`src/rtl/mem_arbiter_pkg.sv`:
```
// Shared types and constants for the instruction/data SRAM arbiter.
package mem_arbiter_pkg;

  // Which requester's read data comes back from the SRAM this cycle
  typedef enum logic [1:0] {
    OWN_NONE,
    OWN_INST,
    OWN_DATA
  } owner_t;

  // Width of the data-burst starvation counter (holds up to 15)
  localparam int STARVE_CNT_W = 4;

endpackage

```
`src/rtl/mem_arbiter.sv`:
```
// Arbitrates one single-port synchronous SRAM between instruction fetch and
// data load/store. Data has fixed priority. An instruction grant is forced
// once MAX_DATA_BURST consecutive data grants have been issued while a fetch
// was waiting. Read data returns one cycle after the grant.
module mem_arbiter
  import mem_arbiter_pkg::*;
#(
  parameter int DATA_WIDTH     = 32,
  parameter int MAX_DATA_BURST = 4
) (
  input  logic                  clk,
  input  logic                  rst,
  // instruction fetch port
  input  logic                  inst_req,
  input  logic [DATA_WIDTH-1:0] inst_addr,
  output logic                  inst_gnt,
  output logic                  inst_rvalid,
  output logic [DATA_WIDTH-1:0] inst_rdata,
  // data load/store port
  input  logic                  data_req,
  input  logic                  data_we,
  input  logic [DATA_WIDTH-1:0] data_addr,
  input  logic [DATA_WIDTH-1:0] data_wdata,
  output logic                  data_gnt,
  output logic                  data_rvalid,
  output logic [DATA_WIDTH-1:0] data_rdata,
  // SRAM macro port
  output logic [DATA_WIDTH-1:0] mem_address,
  output logic [DATA_WIDTH-1:0] mem_w,
  input  logic [DATA_WIDTH-1:0] mem_r,
  output logic                  mem_csn,
  output logic                  mem_wen
);

  localparam logic [STARVE_CNT_W-1:0] BURST_LIMIT = STARVE_CNT_W'(MAX_DATA_BURST);

  owner_t                  owner;
  owner_t                  owner_nxt;
  logic [STARVE_CNT_W-1:0] starve_cnt;
  logic [STARVE_CNT_W-1:0] starve_cnt_nxt;
  logic                    grant_inst;
  logic                    grant_data;

  // Grant selection: data wins contention unless the fetch has starved too long.
  // Requests seen while rst is high are ignored.
  always_comb begin
    grant_inst = 1'b0;
    grant_data = 1'b0;
    if (!rst) begin
      if (inst_req && data_req) begin
        if (starve_cnt == BURST_LIMIT) grant_inst = 1'b1;
        else                           grant_data = 1'b1;
      end else if (inst_req) begin
        grant_inst = 1'b1;
      end else if (data_req) begin
        grant_data = 1'b1;
      end
    end
  end

  // Drive the SRAM from whichever requester was granted; idle bus is all-quiet.
  always_comb begin
    mem_csn     = 1'b1;
    mem_wen     = 1'b1;
    mem_address = '0;
    mem_w       = '0;
    if (grant_inst) begin
      mem_csn     = 1'b0;
      mem_address = inst_addr;
    end else if (grant_data) begin
      mem_csn     = 1'b0;
      mem_wen     = ~data_we;
      mem_address = data_addr;
      mem_w       = data_wdata;
    end
  end

  // Next owner of the returning read data and next starvation count.
  always_comb begin
    owner_nxt      = OWN_NONE;
    starve_cnt_nxt = starve_cnt;
    if (grant_inst)                 owner_nxt = OWN_INST;
    else if (grant_data && !data_we) owner_nxt = OWN_DATA;

    if (!inst_req || grant_inst) begin
      starve_cnt_nxt = '0;
    end else if (grant_data) begin
      starve_cnt_nxt = (starve_cnt == BURST_LIMIT) ? starve_cnt : starve_cnt + 1'b1;
    end
  end

  // ---- stage boundary: grant cycle -> read-return cycle ----
  // Owner and starvation counter registers.
  always_ff @(posedge clk) begin
    if (rst) begin
      owner      <= OWN_NONE;
      starve_cnt <= '0;
    end else begin
      owner      <= owner_nxt;
      starve_cnt <= starve_cnt_nxt;
    end
  end

  // Route returning SRAM data to its owner; a read in flight when reset rises is dropped.
  always_comb begin
    inst_gnt    = grant_inst;
    data_gnt    = grant_data;
    inst_rvalid = !rst && (owner == OWN_INST);
    data_rvalid = !rst && (owner == OWN_DATA);
    inst_rdata  = inst_rvalid ? mem_r : '0;
    data_rdata  = data_rvalid ? mem_r : '0;
  end

endmodule

```
`config.mk`:
```
export PLATFORM = sky130hd
export DESIGN_NAME = mem_arbiter
export DESIGN_NICKNAME = d
export VERILOG_FILES = /design/src/rtl/mem_arbiter_pkg.sv /design/src/rtl/mem_arbiter.sv
export SDC_FILE = /design/constraint.sdc
export NUM_CORES = 1
export LEC_CHECK = 0
export CORE_AREA = 2 2 104 106
export CTS_CLUSTER_DIAMETER = 200
export DETAILED_ROUTE_END_ITERATION = 8
export DIE_AREA = 0 0 106 108
export SYNTH_ARGS = -nofsm -noshare
export SYNTH_HDL_FRONTEND = slang
export SYNTH_SLANG_ARGS = --single-unit
```
`constraint.sdc`:
```
create_clock -name clk -period 1.8 [get_ports clk]
set_input_delay 0.18 -clock clk [delete_from_list [all_inputs] [get_ports clk]]
set_output_delay 0.18 -clock clk [all_outputs]
set_load 0.01 [all_outputs]
```
## Word level (Yosys, flattened, before mapping)

Index checks and enable logic that the tools add are counted.

- Bits of input ports: 133
- Output and inout port bits: 134
- Register bits: 6

- Eq/ne operators: 3
- Add/subtract/negate cells: 1
- Mux-type cells: 21
- Bitwise operators: 2
- Reduce and logical (&&, ||, !) cells: 11

Operators with widths:

| cell | count |
|---|---|
| $mux W32 | 6 |
| $mux W1 | 14 |
| $add A4 B1 Y4 const B | 1 |
| $eq A4 B3 Y1 const B | 1 |
| $logic_and A1 B1 Y1 | 4 |
| $reduce_or A2 Y1 | 2 |
| $logic_not A1 Y1 | 3 |
| $eq A2 B1 Y1 const B | 1 |
| $eq A2 B2 Y1 const B | 1 |
| $mux W2 | 1 |
| $not A1 Y1 | 2 |
| $reduce_and A2 Y1 | 1 |
| $logic_or A1 B1 Y1 | 1 |

## Depth between registers and ports, before layout

Gate-level depths: netlist of the first run.

- Depth after elaboration: 7
- Mapped depth: 7
- Depth with buffers taken out: 5

## Worst setup path after synthesis of the first run

Ideal clock, no wire load.

- Path kind: flip-flop to output port
- Start point: reg starve_cnt[0]
- End point: out mem_w[16]
- Path slack: 0.243 ns
- Data arrival time: 1.377 ns
- Stages on the path, launching flop included: 7
- Required time: 1.620 ns
- Cell sequence: dfxtp_1 inv_1 ha_1 nand3b_4 o211a_1 clkbuf_1 and2_1

- Cells in the longest elaborated chain, start to end: 6
- Elaborated cells between the ends (all ways): 9
- Those cells by class: eq/ne (1); mux (8)

Ends and longest elaborated chain:

| what | line | source |
|---|---|---|
| start, declared | mem_arbiter.sv:39 | `logic [STARVE_CNT_W-1:0] starve_cnt;` |
| start signal, assigned | mem_arbiter.sv:100 | `starve_cnt <= starve_cnt_nxt;` |
| $eq A4 B3 Y1 | mem_arbiter.sv:51 | `if (starve_cnt == BURST_LIMIT) grant_inst = 1'b1;` |
| $mux W1 | mem_arbiter.sv:51 |  |
| $mux W1 | mem_arbiter.sv:50 | `if (inst_req && data_req) begin` |
| $mux W1 | mem_arbiter.sv:49 | `if (!rst) begin` |
| net data_gnt | mem_arbiter.sv:24 | `output logic data_gnt,` |
| $mux W32 | mem_arbiter.sv:70 | `end else if (grant_data) begin` |
| $mux W32 | mem_arbiter.sv:67 | `if (grant_inst) begin` |
| end, declared | mem_arbiter.sv:29 | `output logic [DATA_WIDTH-1:0] mem_w,` |

The timed path passes the listed nets, and every way through them passes these cells.

## Worst setup path after layout of the first run

- Start point: reg starve_cnt[0]
- End point: out mem_address[13]

- Cells in the longest elaborated chain, start to end: 6
- Elaborated cells between the ends (all ways): 9
- Those cells by class: eq/ne (1); mux (8)

Ends and longest elaborated chain:

| what | line | source |
|---|---|---|
| $eq A4 B3 Y1 (*) | mem_arbiter.sv:51 |  |
| $mux W1 | mem_arbiter.sv:51 |  |
| $mux W1 | mem_arbiter.sv:50 |  |
| $mux W1 | mem_arbiter.sv:49 |  |
| $mux W32 | mem_arbiter.sv:70 |  |
| $mux W32 (*) | mem_arbiter.sv:67 |  |
| end, declared | mem_arbiter.sv:28 | `output logic [DATA_WIDTH-1:0] mem_address,` |

Mark *: on every way between the ends. The rest lies on a longest branch, timed or not.

==> metrics.txt, run 1 <==
Slew HR 86.6%; CTS clk-pin slew, worst paths 0.03 ns; htree depth 1; Seq/Total Area, Yosys 9.50%; Ant. Diodes 0; post-layout net count 606; synth cell count leaders 96 x and2_1, 32 x a22o_1, 9 x clkbuf_1, 6 x dfxtp_1, 5 x inv_1; CTS tree built; Die Y about 110 um; Sw Share 28.0%; EDFF count, synth 0; Initial DRT Pass Iterations 4; Top delay family on crit path buffers and inverters; RSZ-0062 raised after global routing yes; Crit Path Max Fanout 8; worst-path cell chain inv_2, ha_4, nand3b_4, o211a_4, buf_6, buf_16, a22o_1, buf_2; Finished Layout Cells 605; Yosys top cell by area and2_1; Starting Density 12.4%; Worst-Skew Late Latency between 0.2 and 0.25 ns; Overflow after GRT 0; Final Total Pwr 1.14 mW; Iteration-0 DRC Markers between 60 and 70; area delta synth->final 266%; Primary FF master, synth dfxtp_1; Rows 37; Critical Path AT 1.74 ns; dpl cells 573; Synthesized Nets between 300 and 400; LEAKAGE roughly 2.3 nW; Worst Setup End Kind primary output; Synthesis Warnings 0; post-route setup slack -0.115 ns; core footprint 10200 um2; via count 2438; GP Congestion between 0.7 and 0.8; drt via density 4.03; Synth top area share 47.5%; final count of hold timing violations 0; slew at the pin closest to its max-slew limit 0.201 ns; initial antenna violation count 0; Power Internal 0.824 mW; post-route ant nets 0; CP max stage cell dfxtp_2; # IOs approximately 270; final worst path period share 106%; f_max 0.522 GHz; hold_buf cts 0; Syn Inst Count 175; Synth Cell Area 1260 um2; # port buffers ~270; Async SR Flop Fraction 0%; Final min period approximately 1.9 ns; total CTS buffers 3; crit path kind flop to primary output; Peak VDD IR 0.158 mV; Chip Width 106 um; synthesized flop and latch total 6; clock sink count 6; vias in the first global route 2559; Psw 0.321 mW; status finished with violations; first-pass GRT wire length 14.2 mm; Global Route Usage Sum about 16%; Syn Area/Cell 7.23 um2; top cells by area, synth and2_1 47%, a22o_1 22%, dfxtp_1 9.5%, buf_6 3.6%, clkbuf_1 2.7%; clock power share 17.1%; DRC violations left 0; Hold Crit Class flop to flop; DR WL/cell 15.7 um; DIE AREA 11400 um2; failing checks negative setup slack; Clock Skew approximately 0.00076 ns; max_cap viols 0; fin. max-slew vios 0; Yosys cell types 21; largest net degree at the start of global routing 18; Critical Path RT 1.62 ns; Combinational Power Share 70.6%; PD cells 247 nW/um2; hpwl dp 6.57 mm; setup violators final 65; clock buffer depth 2; CP startpoint kind flop; part of the power in registers approximately an eighth; layout cells sized above 1 between 30% and 40%; WP buf/inv 4; Largest stage delay, worst path 0.31 ns; root buffer cell clkbuf_8; most frequent cell after synthesis and2_1; routed wire length 9.53 mm
==> registers in the layout, summed over array words and instances, names as in the netlist <==
register / count
starve_cnt: 4
owner: 2
==> power groups by stage <==
stage	clock, mW	sequential (mW)	combinational, mW
after global placement	0	0.140	0.699
final	0.196	0.140	0.809
after floorplan	0	0.140	0.183
after detailed placement	0	0.140	0.701
after CTS	0.203	0.140	0.829
after global routing	0.210	0.140	0.860
==> stage by stage <==
stage | TNS (ns) | hold WS, ns | worst slack [ns] | instance area [um2] | util, %
final | -3.65 | 0.515 | -0.115 | 4630 | 45.3
after global routing | -8.45 | 0.549 | -0.192 | 4630 | 45.3
after CTS | -11.29 | 0.517 | -0.232 | 4670 | 45.6
after detailed placement | -35.76 | 0.518 | -0.342 | 4150 | 40.6
after global placement | -36.25 | 0.513 | -0.351 | 4150 | 40.6
after floorplan | 0 | 0.252 | 0.243 | 1260 | -
==> tightest hold or removal path: stages, from the launching register on <==
cell	delay, ns
dfxtp_2	0.32
buf_4	0.11
nor3_1	0.04
==> kinds of logic (layout without fill, tap and decap cells) <==
group	Yosys count	after routing	synth area share [%]
buffers and inverters	21	315	8.90
adder cells (fa/ha/maj)	2	2	1.98
flip-flops	6	6	9.50
XOR/XNOR	2	2	1.39
AO/OA/AOI/OAI	36	36	24.4
AND/OR/NAND/NOR	108	108	53.8
==> per-layer routing <==
| layer | share of wire, % | vias to the layer above | GRT usage [%] |
|---|---|---|---|
| met3 | 10 | 2 | 4.28 |
| met2 | 54 | 166 | 31.9 |
| li1 | - | 1183 | - |
| met1 | 36 | 1087 | 17.3 |
| met5 | 0 | - | 0 |
| met4 | 0.27 | 0 | 0.940 |
==> cells in the final DEF (no fill, tap or decap), types with 2 or more instances in the layout <==
cell               n
and2_1            74
buf_12             5
inv_2              2
buf_16            14
a22o_1            32
nor3b_4            2
clkdlybuf4s50_1  131
buf_6             35
buf_4             13
clkdlybuf4s15_2    7
and2_4            22
buf_2             41
dfxtp_1            3
clkdlybuf4s15_1   15
clkbuf_8           3
dlymetal6s2s_1     2
nor3_1             4
inv_1              3
dfxtp_2            3
dlygate4sd2_1     44
==> timing repair <==
action                     4_1_cts  5_1_grt
resized for setup              448       10
setup buffers                   19        3
pin swaps                       41       12
hold endpoints to repair         0        0
setup endpoints to repair      133       72
cloned                          15        0
==> path summary, 6_finish.rpt <==
kind | start | end | slack (ns) | depth (start not counted)
min reg2reg | starve_cnt[0] | starve_cnt[0] | 0.52 | 2
max | starve_cnt[0] | mem_address[13] | -0.12 | 8
min | starve_cnt[0] | starve_cnt[0] | 0.52 | 2
max reg2reg | starve_cnt[0] | owner[1] | 0.26 | 8
==> final cells by class <==
type | count | area [um2]
Fill cell | 1046 | 5600
Timing Repair Buffer | 307 | 3130
Multi-Input combinational cell | 148 | 1140
Tap cell | 136 | 170
Sequential cell | 6 | 124
Clock buffer | 3 | 41.3
Inverter | 5 | 18.8
(Power assumes the default switching activity.)
==> inputs of run 2 (changes only) <==
- MAX_ROUTING_LAYER: default -> met4
- clock period: 1.8 -> 1.6 ns (I/O delays scaled with it)
==> run 2 against run 1 <==
Effect of this change:
- core utilization shrank 2.1 points
- largest cell class unchanged
- via count grew 0.82%
- clock skew grew 0.00063 ns
- the flow still finishes with violations (negative setup slack)
- largest power group unchanged
- register-to-register slack lost 0.07 ns
- combinational power grew 12%
==> metrics.txt, run 2 (synthesis results as in run 1) <==
Top Registers starve_cnt x4, owner x2; Starting Density 12.4% (unchanged); # IOs 267 (unchanged); Worst-Skew Late Latency 0.22 ns (about the same); Final Total Pwr 1.29 mW (+12%); Power Internal 0.928 mW (+13%); Clock Skew 0.00138 ns (+0.000628 ns); Psw 0.359 mW (+12%); slew at the pin closest to its max-slew limit 0.202 ns (+0.000857 ns); clock sink count 6 (unchanged); hold path start data_req; WHS Path Cells 3 (+1); routed wire length 9.55 mm (+0.27%); max FFs per register 4 (unchanged); Global Route Usage Sum 15.2% (-0.72 points); via count 2458 (+0.82%); Overflow after GRT 0 (unchanged); core footprint 10200 um2 (unchanged); Slew HR 86.6% (about the same); Sw Share 27.9% (-0.11 points); post-layout net count 604 (-0.33%); Critical Path AT 1.75 ns (about the same); Post-Place Worst Slack -0.514 ns (-0.172 ns); initial antenna violation count 0 (unchanged); reg2reg path depth 7 (-1); GP Congestion 0.806 (+1.4%); Design Area, Final 4420 um2 (-4.6%); post-route ant nets 0 (unchanged); fin. max-slew vios 0 (unchanged); final worst path period share 119%; crit path kind flop to primary output; drt via density 4.08 (+1.2%); hpwl dp 6.58 mm (+0.13%); part of the power in registers 12.2% (about the same); most common cell after layout, fill and taps aside clkdlybuf4s50_1; final core occ 43.2% (-2.1 points); Chip Width 106 um (unchanged); Hold Path End owner[0]; DIE AREA 11400 um2 (unchanged); most frequent cells in the layout 131 x clkdlybuf4s50_1, 64 x and2_1, 63 x clkbuf_2; vias in the first global route 2582 (+0.90%); RSZ-0062 raised after global routing yes; Iteration-0 DRC Markers 108 (+77%); reg-to-reg setup timing slack 0.19 ns (-0.07 ns); Ant. Diodes 0 (unchanged); max_cap viols 0 (unchanged); Critical Path RT 1.44 ns (-0.18 ns); f_max 0.524 GHz; Cell Area, Placed 4150 um2 (unchanged); # port buffers 266 (unchanged); Worst R2R End owner[1]; CTS tree built; DRC violations left 0 (unchanged); layout cells sized above 1 46.7% (+14 points); status finished with violations; CTS clk-pin slew, worst paths 0.04 ns (about the same); failing checks negative setup slack; final count of hold timing violations 0 (unchanged); Rows 37 (unchanged); LEAKAGE 2.14 nW (-6.2%); Peak VDD IR 0.177 mV (+12%); Final min period 1.91 ns; post-route setup slack -0.308 ns (-0.193 ns); Crit Path Max Fanout 6 (-2); root buffer cell clkbuf_8; reg2reg start starve_cnt[1]; CP startpoint kind flop; DR WL/cell 15.8 um (+0.61%); Initial DRT Pass Iterations 4 (unchanged); setup violators final 67 (+3.1%); largest net degree at the start of global routing 18 (unchanged); clock power share 17.1% (about the same); worst hold slack 0.497 ns (-0.0181 ns); Biggest register starve_cnt; area delta synth->final 249%; Die Y 108 um (unchanged); htree depth 1 (unchanged); Hold Crit Class input port to flop; Combinational Power Share 70.6% (about the same); Worst Setup End Kind primary output; first-pass GRT wire length 13.4 mm (-6.1%); clock buffer depth 2 (unchanged); total CTS buffers 3 (unchanged); PD cells 291 nW/um2 (+18%)
-- run 2: power groups by stage --
stage	clock [mW]	sequential, mW	combinational [mW]
6_report	0.221	0.157	0.909
5_1_grt	0.236	0.158	0.965
4_1_cts	0.228	0.157	0.856
3_5_place_dp	0	0.158	0.789
3_3_place_gp	0	0.158	0.787
2_1_floorplan	0	0.158	0.206
-- run 2: area by class of cell --
class                      count  area, um2
clock buffer                   3       41.3
fill                        1051       5810
inverter                       5       18.8
multi-input combinational    148       1170
sequential                     6        125
tap                          136        170
timing repair buffer         305       2890
-- run 2: worst max path at each step --
stage	from	end	cells after the start
floorplan	starve_cnt[0]	mem_w[16]	6
global placement	rst	mem_address[2]	6
detailed placement	rst	mem_address[2]	6
CTS	starve_cnt[1]	mem_address[2]	8
global route	starve_cnt[1]	mem_address[15]	10
finish	starve_cnt[1]	mem_address[2]	8
-- run 2: metrics by stage --
step | cells | setup TNS [ns]
6_report | 603 | -16.07
3_3_place_gp | 573 | -57.61
3_5_place_dp | 573 | -59.05
2_1_floorplan | 175 | 0
4_1_cts | 599 | -18.23
5_1_grt | 603 | -20.43
-- run 2: critical path, cell delays in order, from the launching register on --
cell and delay (ns):
dfxtp_2 0.31, inv_2 0.07, ha_4 0.14, nand3b_4 0.09, o211a_4 0.29, buf_12 0.17, buf_16 0.13, a22o_1 0.19
buf_2 0.14
-- run 2: what timing repair did --
| item | 4_1_cts | 5_1_grt |
|---|---|---|
| setup buffers | 12 | 3 |
| hold buffers | 0 | 0 |
| resized for setup | 407 | 165 |
| cloned | 11 | 3 |
| pin swaps | 30 | 32 |
| endpoints found under the setup margin | 134 | 131 |
-- run 2: per-layer routing --
layer	GRT usage, %	vias to the layer above	share of wire (%)
li1	-	1178	-
met1	15.1	1108	36
met2	30.5	168	54
met3	3.92	4	9.7
met4	1.69	0	0.42
met5	-	-	0
==> inputs of run 3 (changes only) <==
- CTS_CLUSTER_SIZE: default -> 14
==> results of run 3 <==
Final layout, timing and power as in run 2 (identical DEF).
